File: config.mk
export PLATFORM = sky130hd
export DESIGN_NAME = itoh_tsujii_inv_param
export DESIGN_NICKNAME = d
export VERILOG_FILES = /design/src/rtl/itoh_tsujii_inv_param.sv
export SDC_FILE = /design/constraint.sdc
export NUM_CORES = 1
export LEC_CHECK = 0
export CAP_MARGIN = 20
export CORE_UTILIZATION = 45
export DETAILED_ROUTE_END_ITERATION = 16
export GPL_ROUTABILITY_DRIVEN = 0
export PLACE_DENSITY_LB_ADDON = 0.15
export SETUP_SLACK_MARGIN = 0.3
export SYNTH_ARGS = -nofsm -noshare
export SYNTH_HDL_FRONTEND = slang
export SYNTH_SLANG_ARGS = --single-unit
File: constraint.sdc
create_clock -name CLK -period 4.3 [get_ports CLK]
set_clock_uncertainty 0.1 [all_clocks]
set_input_delay 0.86 -clock CLK [delete_from_list [all_inputs] [get_ports CLK]]
set_output_delay 0.86 -clock CLK [all_outputs]
set_load 0.02 [all_outputs]
File: src/rtl/itoh_tsujii_inv_param.sv
`default_nettype none
// ============================================================================
// Module  : itoh_tsujii_inv_param
// Brief   : GF(2^M) inverter, Itoh-Tsujii chain walked from the bits of M-1.
// Revision: 1.0
// ============================================================================
module itoh_tsujii_inv_param #(
  parameter int         M    = 7,
  parameter logic [M:0] POLY = 8'hBF
) (
  input  logic         CLK,
  input  logic         RST,
  input  logic         start,
  input  logic [M-1:0] a,
  output logic         busy,
  output logic         done,
  output logic [M-1:0] result,
  output logic         zero_err
);

  localparam int              C_NB    = $clog2(M);
  localparam logic [C_NB-1:0] C_EXP   = C_NB'(M - 1);
  localparam logic [C_NB-1:0] C_MASK0 = C_NB'((1 << C_NB) >> 2);

  typedef enum logic [2:0] {
    S_IDLE  = 3'd0,
    S_SQR   = 3'd1,
    S_MUL   = 3'd2,
    S_FINAL = 3'd3,
    S_DONE  = 3'd4
  } state_t;

  state_t          r_state, w_next;
  logic [M-1:0]    r_op, r_beta, r_saved, r_result;
  logic [M-1:0]    w_opb, w_prod;
  logic [C_NB-1:0] r_k, r_sqcnt, r_mask, w_knext, w_mask_nx;
  logic            r_add, r_busy, r_done, r_zero;
  logic            w_accept, w_bit, w_more;

  // Interleaved shift-and-add multiply; reduction folded into each shift.
  function automatic logic [M-1:0] gf_mul(input logic [M-1:0] x, input logic [M-1:0] y);
    logic [M-1:0] acc;
    acc = '0;
    for (int i = M - 1; i >= 0; i--) begin
      acc = {acc[M-2:0], 1'b0} ^ (acc[M-1] ? POLY[M-1:0] : '0);
      if (y[i]) acc = acc ^ x;
    end
    return acc;
  endfunction

  always_comb begin
    w_accept  = start && ((r_state == S_IDLE) || (r_state == S_DONE));
    w_bit     = |(C_EXP & r_mask);
    w_knext   = r_add ? (r_k + C_NB'(1)) : (r_k << 1);
    w_mask_nx = r_mask >> 1;
    w_more    = (w_mask_nx != '0);
    w_opb     = r_beta;
    if (r_state == S_MUL) w_opb = r_add ? r_op : r_saved;
    w_prod    = gf_mul(r_beta, w_opb);
    w_next    = r_state;
    case (r_state)
      S_IDLE, S_DONE: begin
        if (w_accept) w_next = (C_NB == 1) ? S_FINAL : S_SQR;
        else          w_next = S_IDLE;
      end
      S_SQR:   if (r_sqcnt == C_NB'(1)) w_next = S_MUL;
      S_MUL: begin
        if ((!r_add && w_bit) || w_more) w_next = S_SQR;
        else                             w_next = S_FINAL;
      end
      S_FINAL: w_next = S_DONE;
      default: w_next = S_IDLE;
    endcase
  end

  always_ff @(posedge CLK or posedge RST) begin
    if (RST) r_state <= S_IDLE;
    else     r_state <= w_next;
  end

  always_ff @(posedge CLK or posedge RST) begin
    if (RST) begin
      r_op     <= '0;
      r_beta   <= '0;
      r_saved  <= '0;
      r_result <= '0;
      r_k      <= '0;
      r_sqcnt  <= '0;
      r_mask   <= '0;
      r_add    <= 1'b0;
      r_busy   <= 1'b0;
      r_done   <= 1'b0;
      r_zero   <= 1'b0;
    end else begin
      r_done <= 1'b0;
      case (r_state)
        S_IDLE, S_DONE: begin
          if (w_accept) begin
            r_op    <= a;
            r_beta  <= a;
            r_saved <= a;
            r_k     <= C_NB'(1);
            r_sqcnt <= C_NB'(1);
            r_mask  <= C_MASK0;
            r_add   <= 1'b0;
            r_busy  <= 1'b1;
          end
        end
        S_SQR: begin
          r_beta <= w_prod;
          if (r_sqcnt != C_NB'(1)) r_sqcnt <= r_sqcnt - C_NB'(1);
        end
        S_MUL: begin
          r_beta <= w_prod;
          r_k    <= w_knext;
          // A set bit after a doubling inserts one extra square-and-multiply by op.
          if (!r_add && w_bit) begin
            r_add   <= 1'b1;
            r_sqcnt <= C_NB'(1);
          end else begin
            r_add   <= 1'b0;
            r_mask  <= w_mask_nx;
            r_sqcnt <= w_knext;
            r_saved <= w_prod;
          end
        end
        S_FINAL: begin
          r_result <= w_prod;
          r_zero   <= (r_op == '0);
          r_done   <= 1'b1;
          r_busy   <= 1'b0;
        end
        default: ;
      endcase
    end
  end

  assign busy     = r_busy;
  assign done     = r_done;
  assign result   = r_result;
  assign zero_err = r_zero;

endmodule
`default_nettype wire
==> flow_metrics.env <==
export IMPL_dp_hpwl_mm=5.55
export IMPL_critPathCaptureType="register"
export IMPL_maxCapViolCount=0
export IMPL_cts_setup_buffers=0
export IMPL_finish_utilization=0.527
export IMPL_tritoncts="done"
export IMPL_synth_main_ff_cell="dfrtp_1"
export IMPL_cts_root_buf="clkbuf_8"
export IMPL_rows=29
export IMPL_drive_above_1_share=0.111
export IMPL_whs_path_depth=2
export IMPL_status="finished clean"
export IMPL_drt_iter0_drc=175
export IMPL_min_delay_path_class="register to register"
export IMPL_setup_worst_path_start_class="register"
export IMPL_finalMaxSlewViolations=0
export IMPL_reg2reg_slack_ns=0.66
export IMPL_routed_via_density=6.00
export IMPL_fillCellCount=597
export IMPL_syn_inst=342
export IMPL_die_area_mm2=0.00725
export IMPL_start_util=0.479
export IMPL_die_h_um=85.2
export IMPL_fin_crit_ns=3.64
export IMPL_wl_per_cell_um=17.8
export IMPL_dr_pass1_iters=4
export IMPL_finalSetupViolations=0
export IMPL_worstPathRequired_ns=4.38
export IMPL_clkLatencyLatePin_ns=0.30
export IMPL_ys_seq_elements=42
export IMPL_cts_sinks=42
export IMPL_finalHoldViolCount=0
export IMPL_ant_nets=0
export IMPL_antenna_found_initial=0
export IMPL_r2r_start="r_state[2]"
export IMPL_syn_area_mm2=0.00311
export IMPL_remaining_drc_errors=0
export IMPL_critical_path_class="register to register"
export IMPL_maxSlewHeadroom=0.487
export IMPL_synth_edf_count=0
export IMPL_pin_count=20
export IMPL_core_area_mm2=0.00649
export IMPL_grt_start_max_net_pins=43
export IMPL_grt_pass1_vias=2423
export IMPL_syn_nets=355
export IMPL_grtUsageTotal=0.230
export IMPL_holdWs_ns=0.385
export IMPL_nets=365
export IMPL_cts_buffer_depth=2
export IMPL_h_tree_depth=2
export IMPL_ff2ff_path_depth=8
export IMPL_die_w_um=85.2
export IMPL_synth_warnings=0
export IMPL_grt_pass1_wl_mm=12.9
export IMPL_clk_pin_slew_ns=0.08
export IMPL_synthArstFlopShare=1.00
export IMPL_multiInputGateArea_mm2=0.00191
export IMPL_endpoint="r_saved[1]"
export IMPL_io_buffer_count=19
export IMPL_startpoint="r_state[2]"
export IMPL_synth_seq_area_share=0.338
export IMPL_setup_tns_final_ns=0
export IMPL_syn_to_final_growth_pct=9.93
export IMPL_seq_area_mm2=0.00105
export IMPL_cts_hold_buf=0
export IMPL_cts_buffers=5
export IMPL_cp_max_fo=19
export IMPL_min_period_over_period=0.846
export IMPL_fmax_mhz=275
export IMPL_grt_setup_unrepaired="no"
export IMPL_syn_avg_cell_area_um2=9.10
export IMPL_via_count=2576
export IMPL_diodes=0
export IMPL_cts_resized=0
export IMPL_ys_types=54
export IMPL_tightest_slew_ns=0.770
export IMPL_critPathArrivalTime_ns=3.72
export IMPL_wirelength_mm=7.63
export IMPL_reg2reg_to="r_saved[1]"
export IMPL_grt_ovfl_total=0
-- routing by layer --
metal | GRT usage | vias to the layer above | routed length [µm]
li1 | - | 1254 | -
met1 | 0.352 | 1235 | 3760
met2 | 0.342 | 77 | 3370
met3 | 0.0282 | 10 | 377
met4 | 0.0632 | 0 | 116
met5 | 0 | - | 0
-- layout make-up --
class / count / share of cell area
sequential: 42 / 0.307
clock inverter: 2 / 0.00293
multi-input combinational: 266 / 0.557
timing repair buffer: 27 / 0.0732
tap: 77 / 0.0282
clock buffer: 5 / 0.0201
inverter: 10 / 0.0110
-- cell usage after synthesis, types with 3 or more instances --
cell type,instances,area [µm²]
xnor2_1,15,131
a21o_1,8,60.1
mux2_2,11,124
nor3_1,3,15.0
o22ai_1,5,31.3
o21ai_0,14,70.1
buf_2,3,15.0
nand3b_1,3,22.5
o31ai_1,3,22.5
clkbuf_1,17,63.8
a21oi_1,22,110
o211ai_1,5,37.5
xnor3_1,7,158
mux2i_1,5,50.1
ha_1,3,37.5
a22oi_1,6,45.0
nor4_1,3,18.8
a31oi_1,3,18.8
or2_2,5,31.3
xor2_1,11,96.3
nor2_1,16,60.1
xnor3_2,3,71.3
and2_1,3,18.8
nand2_1,56,210
a211o_1,3,26.3
nor3b_1,3,22.5
inv_1,9,33.8
a221o_1,12,120
dfrtp_1,42,1050
and3_1,8,50.1
nand3_1,7,35.0
-- placed cells by master, fill, tap and decap left out, drive strengths merged, types with 3 or more instances in the layout --
| master | instances |
|---|---|
| a21oi | 23 |
| nand2 | 56 |
| nor2 | 16 |
| mux2i | 5 |
| a211o | 3 |
| clkdlybuf4s50 | 19 |
| o31ai | 3 |
| or2 | 5 |
| a221o | 12 |
| nand3 | 7 |
| o22ai | 5 |
| xor2 | 11 |
| mux2 | 12 |
| a21o | 8 |
| and3 | 8 |
| dfrtp | 42 |
| o211ai | 5 |
| xnor3 | 10 |
| a31oi | 3 |
| buf | 8 |
| and2 | 3 |
| clkbuf | 5 |
| a22oi | 6 |
| nor3b | 4 |
| ha | 3 |
| nor4 | 4 |
| inv | 8 |
| xnor2 | 16 |
| clkinv | 4 |
| nand3b | 3 |
| o21ai | 15 |
| nor3 | 3 |
-- through the flow --
step           instances  cell area [µm²]  worst slack [ns]
2_1_floorplan        342             3110              1.17
3_5_place_dp         422             3340             0.669
4_1_cts              429             3420             0.660
6_report             429             3420             0.662
3_3_place_gp         422             3340             0.721
5_1_grt              429             3420             0.471
-- critical path: stages (launching register included) --
cell and delay (ns):
dfrtp_1 0.49, or3b_1 0.69, or2_2 0.44, a21oi_1 0.19, nor4_2 0.07, xnor3_2 0.51, xnor3_2 0.32, xnor3_1 0.39
a221o_1 0.33
-- how the worst min path moves through the flow --
stage / endpoint / from
2_1_floorplan: zero_err / r_op[5]
3_3_place_gp: result[6] / result[6]
3_5_place_dp: zero_err / zero_err
4_1_cts: zero_err / zero_err
5_1_grt: zero_err / zero_err
6_report: zero_err / zero_err
-- logic make-up (layout without fill, tap and decap cells) --
family	after synthesis	after routing	share of synthesized area
compound gates	93	93	0.205
buf+inv	34	44	0.0495
mux	17	17	0.0607
flops	42	42	0.338
fa+ha+maj	3	3	0.0121
xor+xnor	37	37	0.152
simple gates	116	116	0.183
-- flip-flops by register name, summed over array words and instances, names as in the netlist, 3 cells and up --
signal,cells
r_k,3
r_beta,7
r_op,7
r_saved,7
r_sqcnt,3
r_state,3
result,7
Power is left out: the tool's default activity adds up to more than one toggle a clock period on the data nets, which glitch-free logic cannot reach.
